## src/rtl/alu_share_arbiter.sv

```systemverilog
// Round-robin arbiter sharing one combinational ALU between two requesters.
// Operands are registered on grant, the ALU runs for one cycle, results are held until consumed.
module alu_share_arbiter #(
  parameter int WIDTH  = 32,
  parameter int CTRL_W = 4
) (
  input  logic              clk,
  input  logic              reset_n,
  input  logic              req0_valid,
  output logic              req0_ready,
  input  logic [WIDTH-1:0]  req0_a,
  input  logic [WIDTH-1:0]  req0_b,
  input  logic [CTRL_W-1:0] req0_op,
  output logic              resp0_valid,
  input  logic              resp0_ready,
  input  logic              req1_valid,
  output logic              req1_ready,
  input  logic [WIDTH-1:0]  req1_a,
  input  logic [WIDTH-1:0]  req1_b,
  input  logic [CTRL_W-1:0] req1_op,
  output logic              resp1_valid,
  input  logic              resp1_ready,
  output logic [WIDTH-1:0]  resp_result,
  output logic              resp_zero,
  output logic              resp_err,
  output logic [WIDTH-1:0]  alu_a,
  output logic [WIDTH-1:0]  alu_b,
  output logic [CTRL_W-1:0] alu_ctrl,
  input  logic [WIDTH-1:0]  alu_result,
  input  logic              alu_zero
);

  typedef enum logic [1:0] {
    IDLE,
    EXEC,
    RESP
  } state_t;

  localparam logic [CTRL_W-1:0] OP_AND = CTRL_W'(4'b0000);
  localparam logic [CTRL_W-1:0] OP_OR  = CTRL_W'(4'b0001);
  localparam logic [CTRL_W-1:0] OP_ADD = CTRL_W'(4'b0010);
  localparam logic [CTRL_W-1:0] OP_SUB = CTRL_W'(4'b0110);

  state_t state;
  state_t state_next;

  logic prio;
  logic owner;
  logic err_q;
  logic grant0;
  logic grant1;
  logic accept;
  logic done;
  logic legal;

  logic [WIDTH-1:0]  sel_a;
  logic [WIDTH-1:0]  sel_b;
  logic [CTRL_W-1:0] sel_op;

  // Grants are mutually exclusive: prio only breaks a tie.
  assign grant0 = req0_valid & (~req1_valid | ~prio);
  assign grant1 = req1_valid & (~req0_valid | prio);

  assign sel_a  = grant1 ? req1_a  : req0_a;
  assign sel_b  = grant1 ? req1_b  : req0_b;
  assign sel_op = grant1 ? req1_op : req0_op;

  always_comb begin
    legal = 1'b0;
    unique case (1'b1)
      sel_op == OP_AND: legal = 1'b1;
      sel_op == OP_OR:  legal = 1'b1;
      sel_op == OP_ADD: legal = 1'b1;
      sel_op == OP_SUB: legal = 1'b1;
      default:          legal = 1'b0;
    endcase
  end

  always_ff @(posedge clk or negedge reset_n) begin
    if (!reset_n) begin
      state <= IDLE;
    end else begin
      state <= state_next;
    end
  end

  always_comb begin
    state_next  = state;
    req0_ready  = 1'b0;
    req1_ready  = 1'b0;
    resp0_valid = 1'b0;
    resp1_valid = 1'b0;
    done        = 1'b0;
    unique case (state)
      IDLE: begin
        req0_ready = grant0 & reset_n;
        req1_ready = grant1 & reset_n;
        if (grant0 | grant1) state_next = EXEC;
      end
      EXEC: state_next = RESP;
      RESP: begin
        resp0_valid = ~owner;
        resp1_valid = owner;
        done = owner ? resp1_ready : resp0_ready;
        if (done) state_next = IDLE;
      end
      default: state_next = IDLE;
    endcase
  end

  assign accept = req0_ready | req1_ready;

  always_ff @(posedge clk or negedge reset_n) begin
    if (!reset_n) begin
      prio        <= 1'b0;
      owner       <= 1'b0;
      err_q       <= 1'b0;
      alu_a       <= '0;
      alu_b       <= '0;
      alu_ctrl    <= OP_ADD;
      resp_result <= '0;
      resp_zero   <= 1'b0;
      resp_err    <= 1'b0;
    end else begin
      if (accept) begin
        owner    <= grant1;
        alu_a    <= sel_a;
        alu_b    <= sel_b;
        // Illegal codes still drive a harmless ADD into the ALU.
        alu_ctrl <= legal ? sel_op : OP_ADD;
        err_q    <= ~legal;
      end
      if (state == EXEC) begin
        resp_result <= err_q ? '0 : alu_result;
        resp_zero   <= ~err_q & alu_zero;
        resp_err    <= err_q;
      end
      if (done) prio <= ~owner;
    end
  end

endmodule

```

## config.mk

```make
export PLATFORM = sky130hd
export DESIGN_NAME = alu_share_arbiter
export DESIGN_NICKNAME = d
export VERILOG_FILES = /design/src/rtl/alu_share_arbiter.sv
export SDC_FILE = /design/constraint.sdc
export NUM_CORES = 1
export LEC_CHECK = 0
export ABC_CLOCK_PERIOD_IN_PS = 1450
export CAP_MARGIN = 20
export CORE_MARGIN = 3
export CORE_UTILIZATION = 36
export DETAILED_ROUTE_END_ITERATION = 8
export PLACE_DENSITY = 0.87
export REMOVE_ABC_BUFFERS = 1
export SETUP_SLACK_MARGIN = 0.1
export SYNTH_ARGS = -nofsm -noshare
export SYNTH_HDL_FRONTEND = slang
export SYNTH_SLANG_ARGS = --single-unit
```

## constraint.sdc

```tcl
create_clock -name clk -period 1.45 [get_ports clk]
set_clock_uncertainty 0.1 [all_clocks]
set_input_delay 0.145 -clock clk [delete_from_list [all_inputs] [get_ports clk]]
set_output_delay 0.145 -clock clk [all_outputs]
set_load 0.005 [all_outputs]
```

## After elaboration in Yosys (flattened, before gate mapping)

Cells that the tools add are included.
Widths: inputs -> output; s select.

- Bits in registers: 107
- Input bits: 175
- Output and inout port bits: 106
- Logic and storage cells: 51

- Equal/unequal tests: 7
- Muxes and demuxes: 15
- Bitwise logic cells: 15
- Reductions and logical operators: 4

Operator list:

| operator | number |
|---|---|
| $mux 32 | 3 |
| $mux 4 | 2 |
| $mux 1 | 7 |
| $not 1->1 | 6 |
| $pmux 2 s3 | 1 |
| $and 1x1->1 | 5 |
| $eq 4x1->1 const B | 1 |
| $eq 4x2->1 const B | 1 |
| $eq 4x3->1 const B | 1 |
| $logic_not 4->1 | 1 |
| $mux 2 | 2 |
| $ne 2x2->1 const B | 2 |
| $or 1x1->1 | 4 |
| $reduce_or 4->1 | 1 |
| $eq 2x1->1 const B | 1 |
| $eq 2x2->1 const B | 1 |
| $logic_not 2->1 | 1 |
| $reduce_and 2->1 | 1 |

## Logic depth before layout (Yosys ltp)

- Depth after elaboration: 8
- Gate-level depth with buffers: 6
- Gate-level depth less buffers: 3

## Worst setup path after synthesis

No wires, ideal clock.

- Path kind: register -> register
- From: register state[1]
- To: register alu_a[0]
- Setup time: 127 ps
- Arrival time: 1343 ps
- Required time: 1223 ps
- Slack: -120 ps
- Stages on the path, launching flop included: 6
- Buffers on the path: 2
- Period minus slack after synthesis: 1570 ps
- Cells stage by stage: dfrtp_1 -> or3b_1 -> buf_4 -> nor2_8 -> buf_6 -> a31oi_1

- Word-level cells in the longest chain between the ends: 3
- Elaborated cells on any way between the ends: 4
- Those cells by class: 2 x mux; 1 x bitwise; 1 x reduce/logical

RTL lines:

| what | RTL line | RTL |
|---|---|---|
| from (decl) | 44 | `state_t state;` |
| from (signal assigned) | 83 | `state <= state_next;` |
| $logic_not 2->1 * | 94 | `unique case (state)` |
| $mux 1 | 94 |  |
| $or 1x1->1 * | 111 | `assign accept = req0_ready \| req1_ready;` |
| to (signal assigned) | 127 | `alu_a <= sel_a;` |
| to (decl) | 26 | `output logic [WIDTH-1:0] alu_a,` |

Every way passes the cells marked *; elsewhere a longest branch is shown, timed or not.
A chain may end at the register's enable or synchronous reset.

## Worst setup path in the final report

- From: register state[1]
- To: register alu_a[27]

The elaborated chain is that of the path after synthesis.

==> reports/metrics.yaml <==
status: "finished with violations"
violations: "setup timing"
tns_ns: -21.07
grt_pass1_wl_mm: 32.83
diodes: 0
firstDrtPassIters: 5
maxSlewHeadroom_pct: 56.31
synth_top_area_cell: "dfrtp_1"
numPortBuffers: 280
synth_compound_area_share_pct: 25.28
swShare_pct: 36.85
overflow: 0
cp.required_ns: 1.56
clock.fmax_mhz: 570.6
period_share_pct: 120.9
synth_mux_area_share_pct: 0.6297
p_switching_mw: 6.131
cts-root-buf: "clkbuf_16"
finalHoldViolCount: 0
finalMaxSlewViolations: 0
cp.arrival_ns: 1.87
vdd_drop_max_uv: 717.2
p_leak_nw: 4.092
dp_hpwl_mm: 13.59
synth_xor_area_share_pct: 0
final_cells: 1081
p_seq_share_pct: 30.6
core_area_um2: 13930
synth_top_area_share_pct: 51.34
drive_gt1_share_pct: 20.87
clk_path_buf_depth: 2
die-area_um2: 15820
grt_usage_pct: 26.24
grt_max_degree: 108
crit_type: "flip-flop to flip-flop"
rsz0062_at_grt: "yes"
synth_async_sr_flop_share_pct: 100.0
timing.final.ws_setup_ns: -0.3026
synth_top_family_by_area: "compound AO/OA/AOI/OAI gates"
p_total_mw: 16.64
h-tree-depth: 3
tritoncts: "done"
crit_fanout: 8
floorplan.initialDensity_pct: 37.07
start_kind: "flip-flop"
vias: 6161
clock-sinks: 107
synth-main-ff-cell: "dfrtp_1"
power_frac_clock_pct: 14.7
cap_violations: 0
final_nets: 1071
drc_errors: 0
antenna_found_initial: 0
synth-edff-count: 0
wl_per_cell_um: 21.23
p_per_area_nw_per_um2: 1710
yosysUniqueCellTypes: 36
avgSynthCellArea_um2: 9.032
rows: 43
drtIter0Drc: 394
die_h_um: 125.8
antenna_left: 0
synth_commonest_cells: "dfrtp_1 (106), o21ai_0 (100), a21oi_1 (66), a31oi_1 (65), nand3_1 (64)"
whs_ns: 0.1582
syn_area_um2: 5166
endpoint_kind: "flip-flop"
synth.area.top_cells: "dfrtp_1 (51%), o21ai_0 (9.7%), a31oi_1 (7.9%)"
routed_via_density: 5.699
dp_cells: 1016
path_clk_slew_ns: 0.07
clk_latency_ns: 0.35
seq_area_frac_synth_pct: 51.85
comb_power_share_pct: 54.7
min_path_type: "primary input to flip-flop"
ioPinCount: 281
setup_viol: 102
gp_congestion: 0.8255
yosysWarnings: 0
dieWidth_um: 125.8
grt_pass1_vias: 6232
synth_simple_gate_area_share_pct: 16.35
wirelength_mm: 22.95
syn2layout_area_growth_pct: 88.33
tightest_slew_ns: 0.6554
synth-adder-area-share_pct: 0
layout_min_cycle_time_ns: 1.753
fillers: 999
synth_cells: 572
p_int_mw: 10.51
numCtsBuffers: 9
yosys.cell_count.top_type: "dfrtp_1"
ys_ff_latch: 107
## cell families (layout without fill, tap and decap cells)
kind of cell,count (synthesis),after routing
and+or+nand+nor,159,160
muxes,3,3
AOI/OAI and AO/OA,240,240
buffers and inverters,63,391
DFF,107,107
## power by group through the flow
stage	Combinational [mW]	Sequential (mW)	Clock [mW]
final	9.11	5.09	2.44
after global routing	9.69	5.22	2.63
after CTS	7.96	5.01	2.47
after detailed placement	7.00	5.11	0
after global placement	6.83	5.03	0
after floorplan	2.13	5.26	0
## worst max-delay path: stages (launching register included)
cell and delay (ns):
dfrtp_1 0.38, or3b_4 0.40, buf_6 0.14, buf_6 0.12, nor2_8 0.10, buf_6 0.14
buf_16 0.15, a31oi_4 0.08
## through the flow
step                worst slack, ns  utilization [%]  instance area (µm²)
CTS                         -0.3260            66.44                 9258
floorplan                    -3.594                -                 4873
global route                -0.3559            69.82                 9729
global placement            -0.3924            60.49                 8429
finish                      -0.3026            69.82                 9729
detailed placement          -0.4064            60.49                 8429
## per-layer routing
metal	global-route usage [%]	part of all wire (%)	up-vias
met3	6.489	8.6	70
met5	0	0	-
li1	-	-	2733
met4	10.91	3.9	0
met2	45.81	50	367
met1	30.89	37	2991
## layout make-up
class / count / area (µm²) / area share, %
clock buffers: 10 / 239.0 / 2.456
repair buffers: 372 / 3884 / 39.92
inverters: 3 / 11.26 / 0.1157
multi-input cells: 403 / 2644 / 27.17
clock inverters: 6 / 47.55 / 0.4887
flip-flops and latches: 107 / 2679 / 27.53
well taps: 180 / 225.2 / 2.315
## placed cells by master (no fill, tap or decap), drive strengths merged, types with 8 or more instances in the layout
cell           Yosys  final
dlygate4sd2        0    101
nand3             64     64
o21ai            103    103
a21oi             66     66
nand2b            36     37
clkbuf            39     12
clkdlybuf4s50      0    172
buf               21     96
nor2               8      8
a31oi             65     65
dfrtp            106    106
nand2             36     36
## path summary, 6_finish.rpt
kind                                  from         endpoint  slack (ns)  cells past startpoint
max                               state[1]        alu_a[27]       -0.30                      7
min                             req1_valid            owner        0.16                      3
max reg2reg                       state[1]        alu_a[27]       -0.30                      7
min reg2reg                resp_result[10]  resp_result[10]        0.39                      2
max in group asynchronous          reset_n        alu_a[24]        0.26                      4
min in group asynchronous          reset_n         state[0]        0.43                      4
## registers in the layout (all words and copies together) (netlist names), 2 cells and up
signal and flops:
alu_a 32, alu_b 32, resp_result 32, alu_ctrl 4, state 2
## timing repair
item,4_1_cts,5_1_grt
setup buffers,31,5
cloned,10,2
pin swaps,9,7
endpoints found under the setup margin,210,110
hold buffers,1,0
gates resized for setup,197,66
hold endpoints to repair,106,0
(Power assumes the default switching activity.)
==> variant 1 (config.mk and constraints unchanged) <==
Put one more register stage on the output `resp_err`, with the module's reset. The value now appears one clock later. The other outputs are not delayed to match.
--- a/src/rtl/alu_share_arbiter.sv
+++ b/src/rtl/alu_share_arbiter.sv
@@ -40,6 +40,8 @@
   localparam logic [CTRL_W-1:0] OP_OR  = CTRL_W'(4'b0001);
   localparam logic [CTRL_W-1:0] OP_ADD = CTRL_W'(4'b0010);
   localparam logic [CTRL_W-1:0] OP_SUB = CTRL_W'(4'b0110);
+
+  logic resp_err_s0;
 
   state_t state;
   state_t state_next;
@@ -120,7 +122,7 @@
       alu_ctrl    <= OP_ADD;
       resp_result <= '0;
       resp_zero   <= 1'b0;
-      resp_err    <= 1'b0;
+      resp_err_s0 <= 1'b0;
     end else begin
       if (accept) begin
         owner    <= grant1;
@@ -133,11 +135,19 @@
       if (state == EXEC) begin
         resp_result <= err_q ? '0 : alu_result;
         resp_zero   <= ~err_q & alu_zero;
-        resp_err    <= err_q;
+        resp_err_s0 <= err_q;
       end
       if (done) prio <= ~owner;
     end
   end
 
+  always_ff @(posedge clk or negedge reset_n) begin
+    if (!reset_n) begin
+      resp_err <= '0;
+    end else begin
+      resp_err <= resp_err_s0;
+    end
+  end
+
 endmodule
 
Function: changed (a bounded check fails within 4 cycles, from zero or initial values and one cycle with reset_n low).
==> variant 1 against the unedited design <==
The run ends with hold timing, setup timing left. Power rose by 5.9%. Design area up 5.1%. Synthesized cell count increased by 0.17%. Clock power rose by 2%. Worst setup slack worse by 0.079 ns. Critical path depth grew 1. Global-route usage about the same. Synthesized area grew 0.53%. Hold slack got worse by 0.43 ns. Final cell count hardly changed. Routed wire length is 6.2% higher. Sequential cell count increased by 1. Largest cell class unchanged. Highest routed layer unchanged.
==> variant 1: results (changes against the unedited design) <==
metric,value,unit,change
clkPwrFrac,0.141,,was 0.147
drive_above_1_share,0.2533,,was 0.2087
grt_use_total,0.2628,,was 0.2624
place_area,0.008432,mm^2,was 0.008429 mm^2
synthTopCellsByCount,"107 x dfrtp_1, 100 x o21ai_0, 66 x a21oi_1",,"was 106 x dfrtp_1, 100 x o21ai_0, 66 x a21oi_1"
place_hpwl,13860,um,was 13590 um
p_seq,0.00525,W,was 0.00509 W
met3_wirelength,2144,um,was 1982 um
gp_congestion,0.8259,,was 0.8255
met2_length,12430,um,was 11530 um
outcome,"finished, violations left",,unchanged
drt-met1-wl,8775,um,was 8533 um
tns,-26.32,ns,was -21.07 ns
vias_per_cell,5.754,,was 5.699
ir_drop,800.2,uV,was 717.2 uV
whs,-0.2686,ns,was 0.1582 ns
synthTopCellsByArea,"dfrtp_1 52%, o21ai_0 9.6%, a31oi_1 7.8%",,"was dfrtp_1 51%, o21ai_0 9.7%, a31oi_1 7.9%"
dr.pass1.iters,7,,was 5
dp_cells,1014,,was 1016
min_path_type,input port to asynchronous set/reset pin,,was input port to flip-flop
synth.area.mux_share,0.006264,,was 0.006297
synth_cell_type_count,35,,was 36
gr-usage-met2,0.4551,,was 0.4581
grt_max_degree,44,,was 108
cts.path.max_buffers,2,,unchanged
r2r_cells,8,,was 7
drt_wl_total,24370,um,was 22950 um
r2r_end,alu_a[3],,was alu_a[27]
r2r-start,state[0],,was state[1]
hold_viol,29,,was 0
violations,"hold timing, setup timing",,was setup timing
arrival,1.95,ns,was 1.87 ns
critPathBufInv,5,,was 4
nNetsFinal,1070,,was 1071
worst_path_max_delay_cell,dfrtp_1,,was or3b_4
p_int,0.01099,W,was 0.01051 W
synth_compound_area_frac,0.2515,,was 0.2528
p_leak,4.282,nW,was 4.092 nW
met1_usage,0.3145,,was 0.3089
grt_first_pass_wirelength,33260,um,was 32830 um
worst_slack,-0.3811,ns,was -0.3026 ns
setup_viol,103,,was 102
power_density,1724,mW/mm^2,was 1710 mW/mm^2
wl_per_cell,22.57,um,was 21.23 um
cp_max_fo,5,,was 8
grt_pass1_vias,6109,,was 6232
place_ws,-0.3572,ns,was -0.4064 ns
[variant 1: cell types whose count changed after synthesis, sizes merged]
cell / before / now
dfrtp: 106 / 107
buf: 21 / 22
clkbuf: 39 / 38
[variant 1: worst max path at each step]
stage	start	endpoint	slack (ns)	cells after the start
final	state[0]	alu_a[3]	-0.38	8
after global routing	state[0]	alu_b[4]	-0.43	8
after CTS	state[0]	alu_a[21]	-0.36	8
after detailed placement	state[1]	req0_ready	-0.36	3
after global placement	req0_valid	alu_ctrl[1]	-0.34	6
after floorplan	state[1]	alu_ctrl[0]	-3.59	3
[variant 1: layout make-up]
class	count	area (um^2)	area share
clock buffer	10	229.0	0.02239
clock inverter	6	65.06	0.006362
timing repair buffer	371	3994	0.3906
tap	180	225.2	0.02202
multi-input combinational	402	2995	0.2929
sequential	108	2704	0.2644
inverter	3	13.76	0.001346
[variant 1: what timing repair did]
action,in CTS,in global routing
setup endpoints to repair,198,110
resized for setup,190,147
cloned,11,9
buffers inserted,29,4
pin swaps,11,48
endpoints found under the hold margin,29,29
==> variant 2 (same flow settings) <==
Without the edit above. Set the parameter `WIDTH` to 24 (it was 32).
--- a/src/rtl/alu_share_arbiter.sv
+++ b/src/rtl/alu_share_arbiter.sv
@@ -1,7 +1,7 @@
 // Round-robin arbiter sharing one combinational ALU between two requesters.
 // Operands are registered on grant, the ALU runs for one cycle, results are held until consumed.
 module alu_share_arbiter #(
-  parameter int WIDTH  = 32,
+  parameter int WIDTH  = 24,
   parameter int CTRL_W = 4
 ) (
   input  logic              clk,
Ports: changed (8 resized); port bits go from 281 to 217. The function was not compared with the original's and may differ.
==> variant 2 against the unedited design <==
Synthesized area fell by 22%. Synthesized cell count fell by 22%. Combinational power is 32% lower. Worst setup slack got worse by 0.081 ns. Final cell count is 24% lower. Critical path type unchanged. The run ends with hold timing, setup timing left. Sequential share of layout area increased by 0.49 points. Sequential cell count is 24 lower. Routed wire length shrank 30%. Power fell by 29%. Design area down 24%. Critical endpoint is now alu_a[8]. Global-route usage is 2.3 points lower.
==> variant 2: results (changes against the unedited design) <==
metric,value,unit,change
synth.area.mux_share,0.008092,,was 0.006297
top_regs,"alu_a x24, alu_b x24, resp_result x24",,"was alu_a x32, alu_b x32, resp_result x32"
vias_per_cell,5.629,,was 5.699
violations,"hold timing, setup timing",,was setup timing
worst_slack,-0.3834,ns,was -0.3026 ns
setup_viol,57,,was 102
synthTopCellsByArea,"dfrtp_1 51%, o21ai_0 9.5%, a31oi_1 7.6%",,"was dfrtp_1 51%, o21ai_0 9.7%, a31oi_1 7.9%"
fill_cells,767,,was 999
grt_pass1_vias,4736,,was 6232
port_buffers,216,,was 280
synthCells,445,,was 572
ys_seq_area_frac,0.5170,,was 0.5185
p_leak,3.032,nW,was 4.092 nW
grt_use_total,0.2396,,was 0.2624
synthTopCellsByCount,"82 x dfrtp_1, 76 x o21ai_0, 50 x a21oi_1",,"was 106 x dfrtp_1, 100 x o21ai_0, 66 x a21oi_1"
synth_compound_area_frac,0.2490,,was 0.2528
arrival,1.95,ns,was 1.87 ns
gp_congestion,0.8317,,was 0.8255
min_path_type,input port to asynchronous set/reset pin,,was input port to flip-flop
hold_viol,42,,was 0
grt_max_degree,84,,was 108
grt_first_pass_wirelength,24370,um,was 32830 um
outcome,"finished, violations left",,unchanged
ir_drop,849.1,uV,was 717.2 uV
whs,-0.1112,ns,was 0.1582 ns
==> variant 2: cell count changes after synthesis, sizes merged, moves of 8 or more <==
cell	before	now
a21oi	66	50
nand3	64	48
clkbuf	39	31
dfrtp	106	82
nand2	36	27
a31oi	65	49
o21ai	103	78
==> variant 2: area by class of cell <==
| cell class | count | share of cell area |
|---|---|---|
| Clock buffer | 12 | 0.01956 |
| Tap cell | 136 | 0.02293 |
| Multi-Input combinational cell | 313 | 0.2927 |
| Timing Repair Buffer | 272 | 0.3762 |
| Inverter | 3 | 0.001518 |
| Sequential cell | 83 | 0.2803 |
| Clock inverter | 4 | 0.006745 |
==> variant 2: logic make-up (layout without fill, tap and decap cells) <==
group           Yosys count  in the layout
mux                       3              3
simple gates            127            127
flops                    83             83
buf+inv                  49            291
compound gates          183            183
==> variant 2: path summary, 6_finish.rpt <==
check	from	endpoint	depth (start not counted)
setup reg to reg	state[1]	alu_a[8]	7
hold / removal	reset_n	resp_result[12]	3
hold reg to reg	resp_zero	resp_zero	2
setup / recovery	state[1]	alu_a[8]	7
max in group asynchronous	reset_n	alu_ctrl[1]	4
min in group clk	req1_valid	alu_a[6]	3
==> variant 2: timing repair <==
| action | in CTS | in global routing |
|---|---|---|
| gates resized for setup | 132 | 46 |
| hold endpoints to repair | 0 | 42 |
| setup endpoints to repair | 142 | 64 |
| cloned | 5 | 4 |
| setup buffers | 16 | 1 |
| pin swaps | 12 | 4 |
==> variant 2: layer usage <==
| layer | global-route usage | up-vias | wire length, um |
|---|---|---|---|
| met5 | 0 | - | 0 |
| met4 | 0.09327 | 0 | 318 |
| met3 | 0.06630 | 31 | 1434 |
| met2 | 0.4197 | 256 | 8186 |
| met1 | 0.2775 | 2249 | 6133 |
| li1 | - | 2097 | - |
==> variant 2: power by group <==
group	leakage, nW	total, W	internal (W)	switching (W)
clock network	0.0926	0.00166	0.000842	0.000816
registers	0.989	0.00397	0.00333	0.000636
logic	1.95	0.00617	0.00332	0.00285
==> variant 2: stage by stage <==
stage | area, um^2 | setup slack (ns) | TNS (ns) | total power (W) | util
2_1_floorplan | 3809 | -1.339 | -60.10 | 0.005682 | -
3_3_place_gp | 6455 | -0.3673 | -15.36 | 0.008946 | 0.6089
3_5_place_dp | 6455 | -0.4196 | -17.94 | 0.009148 | 0.6089
4_1_cts | 6960 | -0.3480 | -17.17 | 0.01093 | 0.6566
5_1_grt | 7420 | -0.4208 | -21.74 | 0.01252 | 0.6999
6_report | 7420 | -0.3834 | -19.85 | 0.01179 | 0.6999
==> variant 2: critical path, cell delays in order, from the launching register on <==
cell     delay, ns
dfrtp_1       0.42
or3b_4        0.41
buf_6         0.14
buf_6         0.11
nor2_4        0.14
buf_12        0.16
buf_12        0.14
a31oi_4       0.08
